[config.mk]
export PLATFORM = sky130hd
export DESIGN_NAME = game_input_conditioner
export DESIGN_NICKNAME = d
export VERILOG_FILES = /design/src/rtl/game_input_conditioner.sv
export SDC_FILE = /design/constraint.sdc
export NUM_CORES = 1
export LEC_CHECK = 0
export ABC_AREA = 1
export ABC_CLOCK_PERIOD_IN_PS = 1840
export CAP_MARGIN = 20
export CORE_MARGIN = 2
export CORE_UTILIZATION = 61
export DETAILED_ROUTE_END_ITERATION = 8
export PLACE_DENSITY = 0.8
export SLEW_MARGIN = 20
export SYNTH_ARGS = -nofsm -noshare
export SYNTH_HDL_FRONTEND = slang
export SYNTH_SLANG_ARGS = --single-unit
[constraint.sdc]
create_clock -name Clk -period 1.84 [get_ports Clk]
set_input_delay 0.276 -clock Clk [delete_from_list [all_inputs] [get_ports Clk]]
set_output_delay 0.276 -clock Clk [all_outputs]
set_load 0.005 [all_outputs]
[src/rtl/game_input_conditioner.sv]
// game_input_conditioner
//   Front end for the memory-game controller. Conditions every control input
//   before the controller sees it.
//   Clk, Rst          : system clock, synchronous active-low reset
//   gameKey_n         : raw game-start key (async, low = pressed)
//   playerKey_n       : raw player-enter key (async, low = pressed)
//   sw[3:0]           : raw player switches (async)
//   enableTimer       : pacing-timer enable from the controller
//   gameButton_in     : one-cycle pulse per accepted game-key press
//   p_button          : one-cycle pulse per accepted player-key press
//   p_input[3:0]      : synchronised switch value
//   randNum[3:0]      : random value latched on game press, never 0 once loaded
//   pulse1sTimer      : one-cycle pacing pulse every PULSE_PERIOD enabled cycles

// key_debounce
//   One key lane: 2-flop synchroniser plus a four-state debounce FSM.
//   Clk, Rst : clock, synchronous active-low reset
//   key_n    : raw active-low key
//   press    : registered one-cycle pulse on an accepted press
//   A change of state needs CYCLES consecutive synchronised samples of the new
//   level (CYCLES >= 2).
module key_debounce #(
  parameter int CYCLES = 1000000
) (
  input  logic Clk,
  input  logic Rst,
  input  logic key_n,
  output logic press
);
  localparam int CW = $clog2(CYCLES + 1);
  localparam logic [CW-1:0] LAST = CW'(CYCLES - 1);

  typedef enum logic [1:0] {RELEASED, PRESS_WAIT, PRESSED, RELEASE_WAIT} state_t;

  state_t        state, state_nxt;
  logic [CW-1:0] cnt, cnt_nxt, cnt_inc;
  logic [1:0]    sync;
  logic          key_s, press_nxt;

  assign key_s   = sync[1];
  assign cnt_inc = cnt + CW'(1);

  always_ff @(posedge Clk) begin
    if (!Rst) begin
      sync  <= 2'b11;
      state <= RELEASED;
      cnt   <= '0;
      press <= 1'b0;
    end else begin
      sync  <= {sync[0], key_n};
      state <= state_nxt;
      cnt   <= cnt_nxt;
      press <= press_nxt;
    end
  end

  // The sample that leaves a stable state counts as the first of CYCLES, so
  // the lane commits when the incremented count reaches CYCLES-1.
  always_comb begin
    state_nxt = state;
    cnt_nxt   = cnt;
    press_nxt = 1'b0;
    unique case (state)
      RELEASED: if (!key_s) begin
        state_nxt = PRESS_WAIT;
        cnt_nxt   = '0;
      end
      PRESS_WAIT: begin
        if (key_s) state_nxt = RELEASED;
        else begin
          cnt_nxt = cnt_inc;
          if (cnt_inc == LAST) begin
            state_nxt = PRESSED;
            press_nxt = 1'b1;
          end
        end
      end
      PRESSED: if (key_s) begin
        state_nxt = RELEASE_WAIT;
        cnt_nxt   = '0;
      end
      RELEASE_WAIT: begin
        if (!key_s) state_nxt = PRESSED;
        else begin
          cnt_nxt = cnt_inc;
          if (cnt_inc == LAST) state_nxt = RELEASED;
        end
      end
      default: state_nxt = RELEASED;
    endcase
  end
endmodule

module game_input_conditioner #(
  parameter int          DEBOUNCE_CYCLES = 1000000,
  parameter int          PULSE_PERIOD    = 50000000,
  parameter logic [15:0] LFSR_SEED       = 16'hACE1
) (
  input  logic       Clk,
  input  logic       Rst,
  input  logic       gameKey_n,
  input  logic       playerKey_n,
  input  logic [3:0] sw,
  input  logic       enableTimer,
  output logic       gameButton_in,
  output logic       p_button,
  output logic [3:0] p_input,
  output logic [3:0] randNum,
  output logic       pulse1sTimer
);
  localparam int          NUM_KEYS = 2;
  localparam logic [15:0] MASK     = 16'hB400;
  localparam int          TW       = (PULSE_PERIOD > 1) ? $clog2(PULSE_PERIOD) : 1;
  localparam logic [TW-1:0] TLAST  = TW'(PULSE_PERIOD - 1);

  // Key lanes: [0] game start, [1] player enter.
  logic [NUM_KEYS-1:0] key_n, press;
  assign key_n = {playerKey_n, gameKey_n};

  for (genvar g = 0; g < NUM_KEYS; g++) begin : g_key
    key_debounce #(.CYCLES(DEBOUNCE_CYCLES)) u_deb (
      .Clk   (Clk),
      .Rst   (Rst),
      .key_n (key_n[g]),
      .press (press[g])
    );
  end

  assign gameButton_in = press[0];
  assign p_button      = press[1];

  // Switches: two sync stages, then an output register.
  logic [3:0] sw_s1, sw_s2;
  always_ff @(posedge Clk) begin
    if (!Rst) begin
      sw_s1   <= '0;
      sw_s2   <= '0;
      p_input <= '0;
    end else begin
      sw_s1   <= sw;
      sw_s2   <= sw_s1;
      p_input <= sw_s2;
    end
  end

  // Free-running Galois LFSR. Zero is a lock-up state, so it self-heals.
  logic [15:0] lfsr;
  always_ff @(posedge Clk) begin
    if (!Rst)                lfsr <= LFSR_SEED;
    else if (lfsr == 16'h0)  lfsr <= LFSR_SEED;
    else                     lfsr <= (lfsr >> 1) ^ (lfsr[0] ? MASK : 16'h0);
  end

  // Latch on the game pulse; substitute 1 so the controller never sees 0.
  always_ff @(posedge Clk) begin
    if (!Rst)               randNum <= '0;
    else if (gameButton_in) randNum <= (lfsr[3:0] == 4'd0) ? 4'd1 : lfsr[3:0];
  end

  // Pacing timer: clears whenever disabled so each enable starts a full period.
  logic [TW-1:0] tcnt;
  always_ff @(posedge Clk) begin
    if (!Rst || !enableTimer) begin
      tcnt         <= '0;
      pulse1sTimer <= 1'b0;
    end else if (tcnt == TLAST) begin
      tcnt         <= '0;
      pulse1sTimer <= 1'b1;
    end else begin
      tcnt         <= tcnt + TW'(1);
      pulse1sTimer <= 1'b0;
    end
  end
endmodule

* Word level (Yosys, flattened, before mapping)
Index checks and enable logic that the tools add are counted.
** Word-level totals
- Register bits after elaboration :: 109
- Latch bits :: 0
- Memory bits (writable) :: 0
- Memory bits (read-only) :: 0
- Input bits :: 9
- Output and inout port bits :: 11
- Word-level logic and storage cells :: 87
- Memories kept :: 0
** Cells by class
- Add/subtract/negate cells :: 3
- Multiply operators :: 0
- Divide/modulo/power cells :: 0
- $lt $le $gt $ge :: 0
- Eq/ne operators :: 21
- Shift-type cells :: 0
- Muxes and demuxes :: 29
- Bitwise gates (word level) :: 4
- Reductions and logical operators :: 15
** Operators with widths (number)
- $mux W20 :: 8
- $pmux W20 S4 :: 2
- $add A20 B1 Y20 const B :: 2
- $eq A20 B20 Y1 const B :: 2
- $add A26 B1 Y26 const B :: 1
- $eq A26 B26 Y1 const B :: 1
- $mux W2 :: 12
- $logic_not A16 Y1 :: 1
- $mux W16 :: 1
- $pmux W2 S4 :: 2
- $reduce_and A4 Y1 :: 4
- $xor A15 B16 Y16 :: 1
- $eq A2 B2 Y1 const B :: 4
- $ne A2 B1 Y1 const B :: 4
- $ne A2 B2 Y1 const B :: 4
- $ne A3 B1 Y1 const B :: 2
- $ne A3 B3 Y1 const B :: 2
- $reduce_or A3 Y1 :: 2
- $eq A2 B1 Y1 const B :: 2
- $logic_not A2 Y1 :: 2
- $logic_not A4 Y1 :: 1
- $mux W4 :: 1
- $reduce_or A2 Y1 :: 2
- $mux W1 :: 3
- 3 further kinds :: 6

* Depth between registers and ports, before layout
Gate-level depths: netlist of the first run.
- Word-level depth :: 5
- Gate-level depth with buffers :: 14
- Depth with buffers taken out :: 14

* Hierarchy
From an unflattened synthesis of the first run, not the netlist that was laid out.
** Second synthesis, totals
- Cell total of the unflattened synthesis :: 828
- Area, all modules :: 5557.8 µm²
** Modules (own cells, without submodules)
- key_debounce :: instances 2, cells each 253, area an instance 1581.5 µm², sequential area each 500.5 µm²
- game_input_conditioner :: instances 1, cells each 322, area an instance 2394.8 µm², sequential area each 1181.1 µm²

* Worst setup path after synthesis of the first run
OpenSTA, ideal clock, no wires.
- Path type :: reg2reg
- From :: register g_key[1].u_deb.cnt[0]
- To :: register with a tool-made name
- Setup time :: 115 ps
- Data arrival time :: 1568 ps
- Required time :: 1725 ps
- Slack :: 157 ps
- Cell stages (with the launch flop) :: 13
- Path buffers :: 0
- Period minus slack after synthesis :: 1683 ps
- Cells stage by stage :: dfxtp_1 > ha_1 > nand3_2 > nor2_1 > nand2_1 > nand2_1 > nand2_1 > nor2_1 > nand2_1 > nor2_1 > nand4_2 > a21boi_1 > nor2_1
** RTL lines
- start, declared :: RTL line 36 : logic [CW-1:0] cnt, cnt_nxt, cnt_inc;
- start signal, assigned :: RTL line 52 : cnt <= cnt_nxt;

==> results.py, run 1 <==
metrics = {
    "floorplanning": {
        "rows": 33,
        "die_x_um": 96.7,
        "die-area_sq_um": 9340,
        "initial_utilization": 0.634,
        "core_area_sq_um": 8260,
        "io_pins": 20,
        "die_y_um": 96.7,
    },
    "layout": {
        "layout.nets": 832,
        "area_growth_pct": 23.7,
        "final_area_sq_um": 6480,
        "drive_gt1_frac": 0.215,
        "postLayoutCoreUtil": 0.784,
        "fillers": 592,
        "regArea_sq_um": 2220,
        "num_antenna_cells": 0,
        "multiInputGateArea_sq_um": 2990,
    },
    "timing": {
        "rsz0062_at_grt": "true",
        "min_period_ns": 1.88,
        "max-slew-margin-rel": 0.659,
        "timing.hold.ws_ns": 0.406,
        "worst_slack_ns": -0.0384,
        "worst_slew_pin_slew_ns": 0.510,
        "post-route-period-util": 1.02,
        "setup_viol": 2,
        "hold_viol_final": 0,
        "report.final.slew_viol_count": 0,
        "skew_ns": 0.0174,
        "max_freq_mhz": 532,
    },
    "drt": {
        "wl_per_cell_um": 13.6,
        "drt-pass1-iter-count": 6,
        "ant_nets": 0,
        "wirelength_um": 12700,
        "wl_met1_um": 5390,
        "dr_total_vias": 5084,
        "remaining_drc_errors": 0,
        "avgViaCountPerCell": 5.48,
        "routed-wl-met3_um": 579,
        "drt-initial-drc-count": 256,
        "top_layer_used": "met4",
        "wl_met2_um": 6390,
    },
    "placement": {
        "place.gp.congestion": 0.920,
        "dpl_cell_area_sq_um": 5690,
        "port_buffers": 19,
        "post-dp-hpwl_um": 7970,
    },
    "cts": {
        "root_buffer": "clkbuf_8",
        "cts_sinks": 109,
        "cts_made_buffers": 9,
        "h-tree-depth": 3,
        "cts.path.max_buffers": 2,
        "path_clk_slew_ns": 0.12,
        "clkLatencyLatePin_ns": 0.38,
        "cts_tree": "built",
    },
    "yosys": {
        "syn-instance-count": 765,
        "synth_edf_count": 0,
        "synthesis.area_sq_um": 5240,
        "synth_warnings": 0,
        "syn_avg_cell_area_sq_um": 6.85,
        "yosysSeqAreaShare": 0.417,
        "ys_ff_latch": 109,
        "synthFlopType": "dfxtp_1",
        "synth_cell_types": 36,
        "async_flop_share": 0,
        "syn_nets": 779,
    },
    "worst_setup_path": {
        "path_class": "reg2reg",
        "critPathCaptureType": "flip-flop",
        "startpoint_type": "flip-flop",
        "crit_required_ns": 2.14,
        "cp_max_fo": 5,
        "cp_data_arrival_time_ns": 2.18,
    },
    "outcome": {
        "violations": "negative setup slack",
        "status": "finished with violations",
    },
    "grt": {
        "first_global_vias": 4575,
        "grt_overflow_total": 0,
        "grt_pass1_wl_um": 19300,
        "grt_antenna_before_repair": 0,
        "grt.total_usage": 0.242,
        "grt_max_degree": 34,
    },
    "pwr": {
        "vdd_drop_max_mv": 0.531,
        "power_uw": 4190,
        "leakage_uw": 0.00246,
        "power_density_nw_per_um2": 647,
    },
    "worst_hold_path": {
        "worstHoldPathType": "in2reg",
    },
    "job": {
        "maxCapViolCount": 0,
    },
}
## cell type report
type / instances / share of cell area
clock buffer: 9 / 0.0191
clock inverter: 7 / 0.0153
inverter: 92 / 0.0541
multi-input combinational: 548 / 0.462
sequential: 109 / 0.344
tap: 105 / 0.0203
timing repair buffer: 58 / 0.0856
## report_power, final
group | switching, uW | internal, uW | total, uW
registers | 24.3 | 2400 | 2420
clock network | 978 | 580 | 1560
logic | 117 | 89.3 | 206
total | 1120 | 3070 | 4190
## repair_timing
item	in CTS	in global routing
gates resized for setup	7	105
hold buffers	0	0
pin swaps	0	37
setup buffers	0	13
setup endpoints to repair	6	32
gates cloned	0	3
## layer usage
| metal | track usage | up-vias |
|---|---|---|
| met3 | 0.0556 | 37 |
| li1 | - | 2528 |
| met5 | 0 | - |
| met1 | 0.296 | 2358 |
| met4 | 0.0823 | 0 |
| met2 | 0.420 | 161 |
## cell usage after synthesis (3+ instances only)
master | count | area share
nor3_2 | 3 | 0.0057
nand2_2 | 8 | 0.0096
clkbuf_1 | 12 | 0.0086
nor4_1 | 8 | 0.0096
nor2_2 | 11 | 0.013
nor3b_1 | 4 | 0.0057
o21ai_0 | 18 | 0.017
nand4_1 | 15 | 0.018
inv_2 | 3 | 0.0021
nand3_1 | 36 | 0.034
o21bai_1 | 3 | 0.0043
dfxtp_1 | 109 | 0.42
nor2_1 | 91 | 0.065
nor3_1 | 13 | 0.012
a2bb2oi_1 | 3 | 0.0050
a21oi_1 | 50 | 0.048
nand2_1 | 229 | 0.16
xor2_1 | 9 | 0.015
or2_2 | 15 | 0.018
inv_1 | 88 | 0.063
ha_1 | 5 | 0.012
nor2_4 | 3 | 0.0064
xnor2_1 | 10 | 0.017
buf_2 | 3 | 0.0029
## registers in the layout, summed over array words and instances (netlist names), named ones only
| register | count |
|---|---|
| sw_s2 | 4 |
| lfsr | 16 |
| sw_s1 | 4 |
| g_key.u_deb.sync | 4 |
| p_input | 4 |
| g_key.u_deb.cnt | 40 |
| tcnt | 26 |
| g_key.u_deb.state | 2 |
| randNum | 4 |
| pulse1sTimer | 1 |
| g_key.u_deb.press | 2 |
## path summary, 6_finish.rpt
kind                                             start    endpoint  slack [ns]  cells after the start
worst max register to register  g_key[0].u_deb.cnt[12]   flip-flop       -0.04                     11
worst min-delay path                             sw[3]    sw_s1[3]        0.41                      3
worst min register to register                sw_s2[1]  p_input[1]        0.43                      2
worst max-delay path            g_key[0].u_deb.cnt[12]   flip-flop       -0.04                     11
## per-stage QoR
step / worst slack [ns] / setup TNS (ns) / std cells
finish: -0.0384 / -0.0463 / 928
global route: -0.130 / -0.526 / 928
CTS: -0.00259 / -0.00259 / 912
detailed placement: -0.0559 / -0.0968 / 896
global placement: 0.00868 / 0 / 896
floorplan: 0.157 / 0 / 765
## worst max-delay path, cell delays in order, from the launching register on
cell and delay, ns:
dfxtp_1 0.42, nand2_1 0.09, nor2_1 0.26, nand2_1 0.12, nor2_1 0.10, nor2_1 0.05
nor2_1 0.13, nand2_1 0.10, nor2_2 0.16, nand4_4 0.14, a21oi_2 0.16, nor2_1 0.04
## cell families (layout without fill, tap and decap cells)
family	Yosys count	count (layout)	synth area share
and+or+nand+nor	445	445	0.378
adders and majority gates	5	5	0.0119
DFF	109	109	0.417
xor gates and xnor gates	20	20	0.0349
buffers and inverters	108	166	0.0788
AOI/OAI and AO/OA	78	78	0.0793
## cell usage in the layout, fill, tap and decap left out, types with 19 or more instances in the layout
| cell | count |
|---|---|
| inv_1 | 87 |
| a21oi_1 | 49 |
| buf_4 | 32 |
| nand3_1 | 28 |
| dfxtp_2 | 22 |
| clkdlybuf4s50_1 | 19 |
| dfxtp_1 | 83 |
| nor2_1 | 74 |
| nand2_1 | 220 |
No activity file was read; power rests on OpenSTA's default activity.
==> run 2: changes to the inputs <==
--- a/config.mk
+++ b/config.mk
@@ -12,7 +12,7 @@
 export CORE_UTILIZATION = 61
 export DETAILED_ROUTE_END_ITERATION = 8
 export PLACE_DENSITY = 0.8
-export SLEW_MARGIN = 20
+export SLEW_MARGIN = 15
 export SYNTH_ARGS = -nofsm -noshare
 export SYNTH_HDL_FRONTEND = slang
 export SYNTH_SLANG_ARGS = --single-unit
==> results of run 2 <==
The final DEF is identical to that of run 1; final timing and power are the same.
==> run 3: changes to the inputs <==
--- a/config.mk
+++ b/config.mk
@@ -9,9 +9,8 @@
 export ABC_CLOCK_PERIOD_IN_PS = 1840
 export CAP_MARGIN = 20
 export CORE_MARGIN = 2
-export CORE_UTILIZATION = 61
+export CORE_UTILIZATION = 40
 export DETAILED_ROUTE_END_ITERATION = 8
-export PLACE_DENSITY = 0.8
 export SLEW_MARGIN = 15
 export SYNTH_ARGS = -nofsm -noshare
 export SYNTH_HDL_FRONTEND = slang
==> run 3 against run 2 <==
  * The flow now finishes without violations
  * Via count down 4.0%
  * Combinational power down 9%
  * Critical path depth unchanged
  * Core utilization down 26 points
  * Cell count up 6.9%
  * Clock skew down 0.012 ns
  * Critical path type unchanged
==> results.py, run 3 (same netlist as run 1, synthesis figures left out) <==
metrics = {
    "outcome": {
        "status": "finished clean",
    },
    "grt": {
        "grt_antenna_before_repair": 0,
        "grt_pass1_wl_um": 19800,
        "grt.total_usage": 0.170,
        "grt_overflow_total": 0,
        "first_global_vias": 4534,
        "grt_max_degree": 30,
    },
    "cts": {
        "h-tree-depth": 3,
        "cts.path.max_buffers": 2,
        "clkLatencyLatePin_ns": 0.36,
        "path_clk_slew_ns": 0.08,
        "cts_tree": "built",
        "cts_sinks": 109,
        "root_buffer": "clkbuf_16",
        "cts_made_buffers": 9,
    },
    "worst_setup_path": {
        "cp_cell_sequence": "ha_4, nand2_4, nor2_4, nand2_4, nor2_4, xor2_2, nand2_2, nor2_4, nand4_4, a21oi_2, nor2_1",
        "r2r-start": "g_key[0].u_deb.cnt[1]",
        "critPathCaptureType": "flip-flop",
        "path_delay_family": "simple AND/OR/NAND/NOR gates",
        "startpoint_type": "flip-flop",
        "cpPeakStageDelay_ns": 0.38,
        "cp_data_arrival_time_ns": 2.07,
        "cp_max_fo": 4,
        "crit_required_ns": 2.11,
        "critPathSlowestCell": "dfxtp_4",
        "path_class": "reg2reg",
        "cp_num_buf_inv": 0,
        "worst-r2r-cell-count": 11,
        "reg2reg_slack_ns": 0.03,
        "crit_path_frequent_cell": "nor2_4",
    },
    "placement": {
        "dp_slack_ns": -0.0874,
        "post-dp-hpwl_um": 8230,
        "place.gp.congestion": 0.877,
        "port_buffers": 19,
    },
    "drt": {
        "remaining_drc_errors": 0,
        "ant_nets": 0,
        "drt-initial-drc-count": 221,
        "dr_total_vias": 4882,
        "wl_per_cell_um": 12.0,
        "drt-pass1-iter-count": 5,
        "avgViaCountPerCell": 4.92,
        "wirelength_um": 11900,
    },
    "layout": {
        "area_growth_pct": 26.4,
        "postLayoutCoreUtil": 0.521,
        "layout_commonest_cell": "nand2_1",
        "reg.largest.list": "g_key.u_deb.cnt (40), tcnt (26), lfsr (16)",
        "layout.nets": 829,
        "drive_gt1_frac": 0.235,
        "largest_reg_flops": 40,
        "regMostFlops": "g_key.u_deb.cnt",
        "num_antenna_cells": 0,
        "layout_common_cells": "215 x nand2_1, 84 x inv_1, 80 x dfxtp_1",
    },
    "timing": {
        "report.final.slew_viol_count": 0,
        "hold_viol_final": 0,
        "worst_slew_pin_slew_ns": 0.432,
        "skew_ns": 0.00579,
        "setup_viol": 0,
        "rsz0062_at_grt": "true",
        "max_freq_mhz": 554,
        "max-slew-margin-rel": 0.710,
        "min_period_ns": 1.81,
        "post-route-period-util": 0.981,
        "worst_slack_ns": 0.0347,
    },
    "worst_hold_path": {
        "min_to": "g_key[0].u_deb.sync[1]",
        "worstHoldPathType": "reg2reg",
        "holdPathStages": 1,
        "min_from": "g_key[0].u_deb.sync[0]",
    },
    "pwr": {
        "leakage_uw": 0.00249,
        "power_density_nw_per_um2": 710,
        "vdd_drop_max_mv": 0.525,
    },
    "job": {
        "maxCapViolCount": 0,
    },
    "floorplanning": {
        "rows": 41,
        "core_area_sq_um": 12700,
        "die_x_um": 118,
        "initial_utilization": 0.412,
        "io_pins": 20,
        "die-area_sq_um": 14000,
        "die_y_um": 118,
    },
}
## run 3: cell types whose count changed in the layout (fill, tap and decap cells not counted), sizes merged
cell    change
inv         -2
bufinv      +1
clkbuf      -1
buf         -1
## run 3: cell type report
| class | count | area (sq um) |
|---|---|---|
| well taps | 172 | 215 |
| inverters | 92 | 350 |
| multi-input cells | 548 | 3010 |
| repair buffers | 55 | 489 |
| clock inverters | 6 | 88.8 |
| fillers | 1272 | 6100 |
| clock buffers | 10 | 239 |
| flip-flops and latches | 109 | 2230 |
## run 3: where the power goes
part / switching (uW) / leakage (uW) / internal (uW) / total, uW
Combinational: 108 / 0.00143 / 80.0 / 188
Sequential: 23.2 / 0.000902 / 2400 / 2420
Clock: 962 / 0.000160 / 1130 / 2090
## run 3: how the worst max path moves through the flow
stage                          startpoint         to  slack, ns  cells past startpoint
floorplan           g_key[1].u_deb.cnt[0]  flip-flop       0.16                     12
global placement    g_key[1].u_deb.cnt[0]  flip-flop      0.003                     12
detailed placement  g_key[1].u_deb.cnt[0]  flip-flop      -0.09                     12
CTS                 g_key[1].u_deb.cnt[0]  flip-flop     -0.009                     12
global route        g_key[0].u_deb.cnt[1]  flip-flop      -0.08                     11
finish              g_key[0].u_deb.cnt[1]  flip-flop       0.03                     11
## run 3: timing repair
action,4_1_cts,5_1_grt
hold buffers,0,0
resized for setup,12,119
endpoints found under the setup margin,4,32
hold endpoints to repair,0,0
pin swaps,2,46
setup buffers,0,11
## run 3: through the flow
stage / cell area (sq um) / std cells / hold slack, ns / setup TNS (ns) / total power (uW)
after global routing: 6620 / 992 / 0.423 / -0.744 / 4910
after CTS: 6150 / 981 / 0.410 / -0.00918 / 4790
after floorplan: 5240 / 765 / 0.374 / 0 / 2590
final: 6620 / 992 / 0.408 / 0 / 4700
after detailed placement: 5790 / 965 / 0.398 / -0.151 / 2660
after global placement: 5790 / 965 / 0.397 / 0 / 2660
## run 3: per-layer routing
metal | vias to the layer above | global-route usage | part of all wire
met5 | - | 0 | 0
met4 | 0 | 0.0603 | 0.020
met3 | 23 | 0.0434 | 0.037
met2 | 87 | 0.284 | 0.48
met1 | 2252 | 0.212 | 0.46
li1 | 2520 | - | -
